===== config.mk =====
export PLATFORM = sky130hd
export DESIGN_NAME = instr_fetch_queue
export DESIGN_NICKNAME = d
export VERILOG_FILES = /design/src/rtl/instr_fetch_queue.sv
export SDC_FILE = /design/constraint.sdc
export NUM_CORES = 1
export LEC_CHECK = 0
export BUFFER_PORTS_ARGS = -buffer_cell sky130_fd_sc_hd__buf_2
export CAP_MARGIN = 10
export CORE_ASPECT_RATIO = 0.6
export CORE_MARGIN = 2
export CORE_UTILIZATION = 58
export DETAILED_ROUTE_END_ITERATION = 12
export PLACE_DENSITY = 0.79
export SYNTH_ARGS = -nofsm -noshare
export SYNTH_HDL_FRONTEND = slang
export SYNTH_SLANG_ARGS = --single-unit

===== constraint.sdc =====
create_clock -name clk1 -period 3.8 [get_ports clk1]
set_input_delay 0.19 -clock clk1 [delete_from_list [all_inputs] [get_ports clk1]]
set_output_delay 0.19 -clock clk1 [all_outputs]
set_load 0.01 [all_outputs]

===== src/rtl/instr_fetch_queue.sv =====
// Instruction prefetch queue: sequential req/ack reads from instruction memory into a
// show-ahead FIFO of {instr, pc}, with flush/redirect, skip-next and halt.
module instr_fetch_queue #(
  parameter int DEPTH   = 4,
  parameter int ADDR_W  = 7,
  parameter int INSTR_W = 12
) (
  input  logic               clk1,
  input  logic               rst,
  output logic               imem_req,
  output logic [ADDR_W-1:0]  imem_adr,
  input  logic               imem_ack,
  input  logic [INSTR_W-1:0] imem_data,
  output logic               out_valid,
  output logic [INSTR_W-1:0] out_instr,
  output logic [ADDR_W-1:0]  out_pc,
  input  logic               out_ready,
  input  logic               skip,
  input  logic               flush,
  input  logic [ADDR_W-1:0]  flush_pc,
  input  logic               halt
);

  localparam int PTR_W = (DEPTH > 1) ? $clog2(DEPTH) : 1;
  localparam int CNT_W = $clog2(DEPTH + 1);

  typedef enum logic [1:0] {IDLE, REQ, DRAIN} state_e;

  state_e             state_q, state_d;
  logic [ADDR_W-1:0]  fpc_q, fpc_d;
  logic [ADDR_W-1:0]  adr_q, adr_d;
  logic               req_q;
  logic               valid_q;
  logic               skip_pend_q, skip_pend_d;
  logic [CNT_W-1:0]   count_q, count_d;
  logic [PTR_W-1:0]   rd_ptr_q, rd_ptr_d;
  logic [PTR_W-1:0]   wr_ptr_q, wr_ptr_d;
  logic [INSTR_W-1:0] instr_q [DEPTH];
  logic [ADDR_W-1:0]  pc_q    [DEPTH];

  logic ack_req;
  logic drop;
  logic wr;
  logic pop;
  logic issue;

  assign imem_req  = req_q;
  assign imem_adr  = adr_q;
  assign out_valid = valid_q;
  assign out_instr = instr_q[rd_ptr_q];
  assign out_pc    = pc_q[rd_ptr_q];

  // A skip that finds the FIFO empty consumes the word arriving on the same edge.
  assign ack_req = imem_ack && (state_q == REQ);
  assign drop    = skip_pend_q || (skip && !valid_q);
  assign wr      = ack_req && !drop;
  assign pop     = valid_q && (out_ready || skip);

  always_comb begin
    state_d     = state_q;
    fpc_d       = fpc_q;
    adr_d       = adr_q;
    skip_pend_d = skip_pend_q;
    count_d     = count_q;
    rd_ptr_d    = rd_ptr_q;
    wr_ptr_d    = wr_ptr_q;
    issue       = 1'b0;
    if (flush) begin
      count_d     = '0;
      rd_ptr_d    = '0;
      wr_ptr_d    = '0;
      skip_pend_d = 1'b0;
      fpc_d       = flush_pc;
      state_d     = ((state_q != IDLE) && !imem_ack) ? DRAIN : IDLE;
    end else begin
      if (wr)  wr_ptr_d = wr_ptr_q + PTR_W'(1);
      if (pop) rd_ptr_d = rd_ptr_q + PTR_W'(1);
      count_d = count_q + CNT_W'(wr) - CNT_W'(pop);
      if (ack_req) begin
        fpc_d       = fpc_q + ADDR_W'(1);
        skip_pend_d = 1'b0;
      end else if (skip && !valid_q) begin
        skip_pend_d = 1'b1;
      end
      issue = !halt && (count_d < CNT_W'(DEPTH));
      case (state_q)
        IDLE: begin
          if (issue) begin
            state_d = REQ;
            adr_d   = fpc_q;
          end
        end
        REQ: begin
          if (imem_ack) begin
            state_d = issue ? REQ : IDLE;
            if (issue) adr_d = fpc_d;
          end
        end
        DRAIN: begin
          if (imem_ack) begin
            state_d = issue ? REQ : IDLE;
            if (issue) adr_d = fpc_q;
          end
        end
        default: state_d = IDLE;
      endcase
    end
  end

  always_ff @(posedge clk1) begin
    if (rst) begin
      state_q     <= IDLE;
      fpc_q       <= '0;
      adr_q       <= '0;
      req_q       <= 1'b0;
      valid_q     <= 1'b0;
      skip_pend_q <= 1'b0;
      count_q     <= '0;
      rd_ptr_q    <= '0;
      wr_ptr_q    <= '0;
      for (int i = 0; i < DEPTH; i++) begin
        instr_q[i] <= '0;
        pc_q[i]    <= '0;
      end
    end else begin
      state_q     <= state_d;
      fpc_q       <= fpc_d;
      adr_q       <= adr_d;
      req_q       <= (state_d != IDLE);
      valid_q     <= (count_d != '0);
      skip_pend_q <= skip_pend_d;
      count_q     <= count_d;
      rd_ptr_q    <= rd_ptr_d;
      wr_ptr_q    <= wr_ptr_d;
      if (!flush && wr) begin
        instr_q[wr_ptr_q] <= imem_data;
        pc_q[wr_ptr_q]    <= adr_q;
      end
    end
  end

endmodule


==> metrics.txt <==
number of enable flip-flop cells after synthesis=76; largest net degree at the start of global routing=23; Avg WL per Cell=17.7 um; Synth top area share=0.496; most frequent cells in the layout=77 x and2_1, 76 x edfxtp_1, 53 x buf_2; # Max-Cap Violations=0; max-slew violations=0; row count=25; Hold-fix buffers, CTS=0; Die Area=0.00869 mm2; H-tree depth reported by CTS=3; First-pass DRT Iterations=5; ANT nets after route=0; dominant cells by area after synthesis=edfxtp_1 50%, dfxtp_1 12%, and2_1 10%; Iter 0 DRT Violations=195; Post-CTS Setup Repair Bufs=0; Mapped Avg Cell Area=14.2 um2; count of cell types in the netlist=42; Arr. time, crit path=3.54 ns; area of the multi-input gates=0.00164 mm2; slew margin rel.=0.356; CP Max Fanout=13; final setup margin=0.479 ns; worst hold margin=0.0954 ns; post-CTS sizing=0; net switching fraction of the power=0.219; Internal=1.80 mW; ys async rst share=0; Filler Cells Inserted=563; total net switching power=0.505 mW; Max clock buf depth=2; Cell Area, Synth=0.00460 mm2; die width=119 um; Die Span Y=73.0 um; gr usage total=0.216; R2R Path Start=state_q[0]; CTS sink cnt=104; total global routing overflow=0; Synth Warn #=0; most common cell after layout, fill and taps aside=and2_1; Layout area overhead=13.3%; gpl congestion=0.876; clock root buffer=clkbuf_16; Power, Total=2.31 mW; Final period util=0.874; Synth area leader=edfxtp_1; final hold violation count=0; I/O Pins=54; Hold Startpoint=flush_pc[2]; pwr/cell area=443 mW/mm2; endpoints failing setup=0; layout cells sized above 1=0.276; CTS tree=done; CTS buffer count=9; CP endpoint kind=register; sequential share of power=0.559; Synth Flop Type=edfxtp_1; number of global-route vias before repair=2693; Worst EP required=4.02 ns; status=finished clean; storage element area=0.00284 mm2; hpwl dp=5510 um; Startpoint Class=register; first-pass GRT wire length=13800 um; Post-Syn Instances=324; Clk pin slew, worst setup/hold paths=0.06 ns; ANT cells=0; leakage power=2.00 nW; initial antenna violation count=0; # port buffers=53; Gate power share=0.080; crit path kind=reg2reg; Worst-Skew Late Latency=0.34 ns; clock group share of total power=0.362; launch point of the critical path=state_q[0]; VDD IR max=0.300 mV; DRC violations left=0; vias per cell=5.51; RSZ-0062 raised after global routing=no; final net count=409; CORE AREA=0.00779 mm2; pre-CTS setup slack=0.483 ns; Seq/Total Area, Yosys=0.618; Routed Wire Length=8660 um; Worst Hold Class=in2reg; #FFs+latches synth=104; Net Count, Synth=358; Vias=2691; Max Clock Freq=301 MHz; Slew @ Worst Pin=0.964 ns; skew final=0.00546 ns; initial core utilization=0.591; Period minus WS final=3.32 ns; setup TNS=0 ns
worst max-delay path, cell delays in order (launching register included):
cell      delay, ns
dfxtp_1        0.43
ha_1           0.29
nand2_1        0.14
nor3_1         0.26
inv_1          0.09
ha_1           0.30
inv_1          0.07
ha_1           0.13
inv_1          0.04
fa_1           0.37
xor3_2         0.29
and4bb_4       0.51
mux2i_1        0.23
nor2_1         0.05
area by class of cell:
type	instances	area share
inverter	8	0.00576
clock inverter	1	0.000960
timing repair buffer	58	0.0581
sequential	104	0.545
tap	108	0.0259
clock buffer	15	0.0494
multi-input combinational	194	0.314
path summary, 6_finish.rpt:
kind	end	cells past startpoint	slack, ns
max	imem_adr[2]	13	0.48
min	fpc_q[2]	3	0.1
max reg2reg	imem_adr[2]	13	0.48
min reg2reg	register	2	0.54
power by group through the flow:
stage | clock, mW | combinational (mW) | sequential, mW
floorplan | 0 | 0.122 | 1.31
global placement | 0 | 0.179 | 1.31
detailed placement | 0 | 0.184 | 1.31
CTS | 0.845 | 0.185 | 1.29
global route | 0.891 | 0.202 | 1.30
finish | 0.835 | 0.184 | 1.29
cell usage after synthesis, drive strengths merged (2+ instances only):
library cell	instances
and2	77
edfxtp	76
dfxtp	28
nor2	23
mux4	19
clkbuf	14
a211oi	12
inv	8
ha	7
nand2	7
or2	6
xnor2	5
xor2	5
buf	4
a21oi	3
nand4	3
nor2b	3
and3b	2
mux2i	2
nor3	2
nor3b	2
o21bai	2
cells by family after synthesis:
group,share of synthesized area
XOR/XNOR,0.0245
AO/OA/AOI/OAI,0.0378
AND/OR/NAND/NOR,0.173
buffers and inverters,0.0261
multiplexers,0.0973
adder cells (fa/ha/maj),0.0234
flip-flops,0.618
sequential cells by signal, summed over array words and instances, names as in the netlist, 2 cells and up, named ones only:
name / count
pc_q: 28
rd_ptr_q: 2
imem_adr: 7
wr_ptr_q: 2
state_q: 2
fpc_q: 7
count_q: 3
instr_q: 48
metrics by stage:
stage / instances / instance area (um2) / utilization
global route: 488 / 5210 / 0.669
global placement: 472 / 4950 / 0.636
CTS: 488 / 5210 / 0.669
finish: 488 / 5210 / 0.669
detailed placement: 472 / 4950 / 0.636
floorplan: 324 / 4600 / -
layer usage:
metal	vias to the layer above	part of all wire	track usage
met5	-	0	0
met3	8	0.059	0.0656
met1	1337	0.46	0.293
met4	0	0.011	0.0741
li1	1269	-	-
met2	77	0.47	0.339
Power figures use the tool's default switching activity.
